===== src/rtl/knn_kbest.sv =====
// knn_kbest: keeps the K smallest (distance, label) candidates of a query in an
// ascending register list, inserting one candidate per cycle, then freezes the
// list and serves it through a zero-latency indexed read port.
module knn_kbest #(
    parameter int DATA_W  = 16,
    parameter int LABEL_W = 8,
    parameter int K       = 4,
    parameter int IDX_W   = (K > 1) ? $clog2(K) : 1,
    parameter int CNT_W   = $clog2(K + 1)
) (
    input  logic               clk,
    input  logic               rst,
    input  logic               clear,
    input  logic               in_valid,
    output logic               in_ready,
    input  logic               in_last,
    input  logic [DATA_W-1:0]  in_dist,
    input  logic [LABEL_W-1:0] in_label,
    input  logic [IDX_W-1:0]   rd_idx,
    output logic [DATA_W-1:0]  rd_dist,
    output logic [LABEL_W-1:0] rd_label,
    output logic               rd_valid,
    output logic [CNT_W-1:0]   count,
    output logic               done
);

    typedef enum logic {
        S_FILL,
        S_DONE
    } state_t;

    state_t              state_q, state_d;
    logic                accept;
    logic [K-1:0]        vld_q, vld_d;
    logic [K-1:0]        le;
    logic [DATA_W-1:0]   dist_q  [K];
    logic [DATA_W-1:0]   dist_d  [K];
    logic [LABEL_W-1:0]  label_q [K];
    logic [LABEL_W-1:0]  label_d [K];
    logic [CNT_W-1:0]    count_q;

    // clear wins over a simultaneous candidate, so it never reaches the list
    assign accept = in_valid && (state_q == S_FILL) && !clear;
    assign count  = count_q;

    // State register
    always_ff @(posedge clk or negedge rst) begin
        if (!rst) state_q <= S_FILL;
        else      state_q <= state_d;
    end

    // Next state and handshake outputs; outputs depend on state only
    always_comb begin
        state_d  = state_q;
        in_ready = 1'b0;
        done     = 1'b0;
        case (state_q)
            S_FILL: begin
                in_ready = 1'b1;
                if (in_valid && in_last) state_d = S_DONE;
            end
            S_DONE: done = 1'b1;
            default: state_d = S_FILL;
        endcase
        if (clear) state_d = S_FILL;
    end

    // Sorted insert: le[] is a prefix of ones because valid entries are
    // contiguous and ascending, so the first zero is the insert slot and every
    // later slot takes its upper neighbour. All ones means the candidate is
    // dropped. Using <= places ties after existing equal entries.
    always_comb begin
        vld_d   = vld_q;
        dist_d  = dist_q;
        label_d = label_q;
        le      = '0;
        for (int unsigned i = 0; i < K; i++) begin
            le[i] = vld_q[i] && (dist_q[i] <= in_dist);
        end
        if (clear) begin
            vld_d = '0;
        end else if (accept) begin
            if (!le[0]) begin
                vld_d[0]   = 1'b1;
                dist_d[0]  = in_dist;
                label_d[0] = in_label;
            end
            for (int unsigned i = 1; i < K; i++) begin
                if (!le[i]) begin
                    if (le[i-1]) begin
                        vld_d[i]   = 1'b1;
                        dist_d[i]  = in_dist;
                        label_d[i] = in_label;
                    end else begin
                        vld_d[i]   = vld_q[i-1];
                        dist_d[i]  = dist_q[i-1];
                        label_d[i] = label_q[i-1];
                    end
                end
            end
        end
    end

    // Neighbour list registers
    always_ff @(posedge clk or negedge rst) begin
        if (!rst) begin
            vld_q <= '0;
            for (int unsigned i = 0; i < K; i++) begin
                dist_q[i]  <= '0;
                label_q[i] <= '0;
            end
        end else begin
            vld_q   <= vld_d;
            dist_q  <= dist_d;
            label_q <= label_d;
        end
    end

    // Valid-entry count, saturating at K
    always_ff @(posedge clk or negedge rst) begin
        if (!rst) begin
            count_q <= '0;
        end else if (clear) begin
            count_q <= '0;
        end else if (accept && (count_q != CNT_W'(K))) begin
            count_q <= count_q + 1'b1;
        end
    end

    // Read port: invalid or out-of-range entries read as zero
    always_comb begin
        rd_valid = 1'b0;
        rd_dist  = '0;
        rd_label = '0;
        for (int unsigned i = 0; i < K; i++) begin
            if ((rd_idx == IDX_W'(i)) && vld_q[i]) begin
                rd_valid = 1'b1;
                rd_dist  = dist_q[i];
                rd_label = label_q[i];
            end
        end
    end

endmodule


===== config.mk =====
export PLATFORM = sky130hd
export DESIGN_NAME = knn_kbest
export DESIGN_NICKNAME = d
export VERILOG_FILES = /design/src/rtl/knn_kbest.sv
export SDC_FILE = /design/constraint.sdc
export NUM_CORES = 1
export LEC_CHECK = 0
export ABC_AREA = 1
export CORE_MARGIN = 2
export CORE_UTILIZATION = 40
export CTS_CLUSTER_SIZE = 25
export DETAILED_ROUTE_END_ITERATION = 10
export PLACE_DENSITY = 0.58
export SLEW_MARGIN = 20
export SYNTH_ARGS = -nofsm -noshare
export SYNTH_HDL_FRONTEND = slang
export SYNTH_SLANG_ARGS = --single-unit

===== constraint.sdc =====
create_clock -name clk -period 4.7 [get_ports clk]
set_clock_uncertainty 0.1 [all_clocks]
set_input_delay 0.94 -clock clk [delete_from_list [all_inputs] [get_ports clk]]
set_output_delay 0.94 -clock clk [all_outputs]
set_load 0.02 [all_outputs]

==> results.ini <==
[logic_synthesis]
netlist_instances=1057
netlist_area_sq_um=7300
ys_ff_latch=104
syn-num-nets=1154
syn_area_per_cell_sq_um=6.91
synth_top_family_by_area=simple AND/OR/NAND/NOR gates
synth_mux_area_share_pct=0
synth_compound_area_share_pct=5.11
synthSimpleGateAreaFrac_pct=41.4
synth-xor-area-share_pct=0
synth.distinct_cells=28
seq_area_frac_synth_pct=35.6
synth_fa_ha_area_share_pct=11.3
ys_warn_count=0

[layout]
drive_above_1_share_pct=6.44
finalInstanceArea_sq_um=8380
final_nets=1194
nFillCells=1835
antenna_cells=0
area_delta_synth_final_pct=14.8

[setup_path]
cp_slowest_cell=clkdlybuf4s50_1
path_class=input pin to primary output
critPathCaptureType=primary output
worstPathArrival_ps=2980
cp_cell_sequence=clkdlybuf4s50_1 -> inv_1 -> nor3_4 -> buf_4 -> nand2_1 -> nand4_1 -> clkdlybuf4s50_1
start_kind=input pin
path_delay_family=buffers and inverters
cpPeakStageDelay_ps=610
path_max_fanout=22
cp_data_required_time_ps=3660
crit_path_frequent_cell=clkdlybuf4s50_1
crit_buf_inv=4

[run_status]
status=complete, no violations

[timing]
whs_ps=383
fin_crit_sh_pct=85.5
finalSetupViolCount=0
report.final.hold_viol_count=0
fin_tns_setup_ps=0
tightest_slew_ps=828
fmax_ghz=0.249
slew_headroom_pct=44.8
rsz0062_at_grt=no
finalCriticalPeriod_ps=4020
maxSlewViolCount=0

[route]
vias=6900
wl_mm=22.8
drc=0
drtIter0Drc=466
wl_per_cell_microns=17.1
wl_met1_mm=11.0
dr.pass1.iters=5
top_layer=met4
vias_per_cell=5.18
antenna_left=0
route.met3.wl_mm=1.13
wl_met2_mm=10.3

[global_route]
grt_pass1_vias=6659
grt_pass1_wl_mm=36.8
antenna_found_initial=0
grt_max_degree=59
grt_usage_pct=24.1
overflow=0

[clock_tree]
numCtsBuffers=9
cts.sinks=104
cts_tree=done
clockBufferDepth=2
hold_buffers=0
cts_resized=0
clk_latency_ps=360
root_buffer=clkbuf_16
htree_num_levels=3
path_clk_slew_ps=80
post_cts_buffers=0

[placement]
gp_congestion=0.811
dpl_cell_area_sq_um=8060
dp_hpwl_mm=15.1
io_buffers=60

[die]
dieArea_sq_um=19400
coreArea_sq_um=18000
start_util_pct=40.7
rows=49
die_w_microns=139
die_y_microns=139
io_pins=61

[power_and_ir_drop]
leakagePower_nw=4.52
ir_worst_vdd_mv=0.226
power_density_nw_per_um2=509

[hold_path]
hp-class=flip-flop to flip-flop

[job]
drv_cap=0

## per-stage QoR
stage	power (mW)	instances	setup slack, ps	util, %
5_1_grt	4.65	1331	560	46.7
6_report	4.26	1331	680	46.7
3_3_place_gp	3.39	1315	725	44.8
4_1_cts	4.28	1331	671	46.7
3_5_place_dp	3.41	1315	671	44.8
2_1_floorplan	2.83	1057	1830	-
## synthesized netlist by cell type
cell type / instances / share of area (%)
nor2_4: 1 / 0.15
inv_4: 2 / 0.17
buf_8: 1 / 0.21
buf_1: 1 / 0.051
o22ai_1: 1 / 0.086
nor2_1: 24 / 1.2
nand3_1: 92 / 6.3
buf_2: 20 / 1.4
o21a_1: 1 / 0.10
a21oi_4: 1 / 0.22
ha_1: 66 / 11
a21o_1: 3 / 0.31
o21ai_1: 6 / 0.41
nand2_2: 9 / 0.77
dfrtp_1: 104 / 36
nand2_4: 7 / 1.1
nand2_1: 562 / 29
o21ai_0: 9 / 0.62
clkbuf_1: 12 / 0.62
a21oi_1: 30 / 2.1
o21ai_2: 10 / 1.2
buf_6: 5 / 0.77
o21bai_1: 1 / 0.10
inv_1: 47 / 2.4
nand4_1: 27 / 2.3
buf_4: 8 / 0.82
nor3_2: 5 / 0.69
inv_2: 2 / 0.10
## cells by family (layout without fill, tap and decap cells)
logic type / Yosys count / in the layout
fa+ha+maj: 66 / 66
buf+inv: 98 / 143
compound gates: 62 / 62
simple gates: 727 / 727
flops: 104 / 104
## worst register-to-register path: stages (launching register included)
cell and delay [ps]:
dfrtp_1 420, ha_1 310, nand2_1 110, o21ai_0 240
a21oi_1 90, nand2_1 90, nand2_2 70, nand2_4 320
nand2_4 320, inv_4 370, nand2_1 100, nand2_1 70
## layout by cell type, fill, tap and decap left out, drive strengths merged, types with 2 or more instances in the layout
cell / synthesis / layout
clkdlybuf4s50: 0 / 59
nand4: 27 / 27
bufinv: 0 / 2
buf: 35 / 17
inv: 51 / 54
clkbuf: 12 / 9
nor3: 5 / 5
nand3: 92 / 92
o21ai: 25 / 25
a21oi: 31 / 31
nand2: 578 / 578
ha: 66 / 66
a21o: 3 / 3
dfrtp: 104 / 104
nor2: 25 / 25
## registers in the layout (all words and copies together) (netlist names)
name and cells:
label_q 32, vld_q 4, dist_q 64, state_q 1, count 3
## area by class of cell
| cell class | count | area (sq um) | area share, % |
|---|---|---|---|
| Clock buffer | 9 | 225 | 2.69 |
| Clock inverter | 7 | 101 | 1.21 |
| Inverter | 51 | 196 | 2.34 |
| Multi-Input combinational cell | 855 | 4240 | 50.6 |
| Sequential cell | 104 | 2600 | 31.0 |
| Tap cell | 229 | 287 | 3.42 |
| Timing Repair Buffer | 76 | 731 | 8.72 |
## power by group
group / internal [mW] / leakage [nW] / switching [mW] / total, mW
combinational: 0.661 / 3.03 / 1.13 / 1.79
clock: 0.474 / 0.158 / 0.380 / 0.854
sequential: 1.24 / 1.34 / 0.371 / 1.62
total: 2.38 / 4.52 / 1.88 / 4.26
## layer usage
metal	GRT usage [%]	vias up
met5	0	-
met4	5.79	0
met3	4.18	17
met2	38.6	178
met1	34.1	3238
li1	-	3467
## final timing paths
path                            slack [ps]  cells after the start                   start                 endpoint
min in group asynchronous              580                      1                     rst    dist_q[6]$_DFFE_PN0P_
worst min-delay path                   380                      2   dist_q[0]$_DFFE_PN0P_    dist_q[0]$_DFFE_PN0P_
worst max register to register        2050                     11  dist_q[47]$_DFFE_PN0P_  label_q[16]$_DFFE_PN0P_
max in group asynchronous             3040                      2                     rst   label_q[6]$_DFFE_PN0P_
worst min register to register         380                      2   dist_q[0]$_DFFE_PN0P_    dist_q[0]$_DFFE_PN0P_
worst max-delay path                   680                      7               rd_idx[1]              rd_dist[10]
No activity file was read; power rests on OpenSTA's default activity.
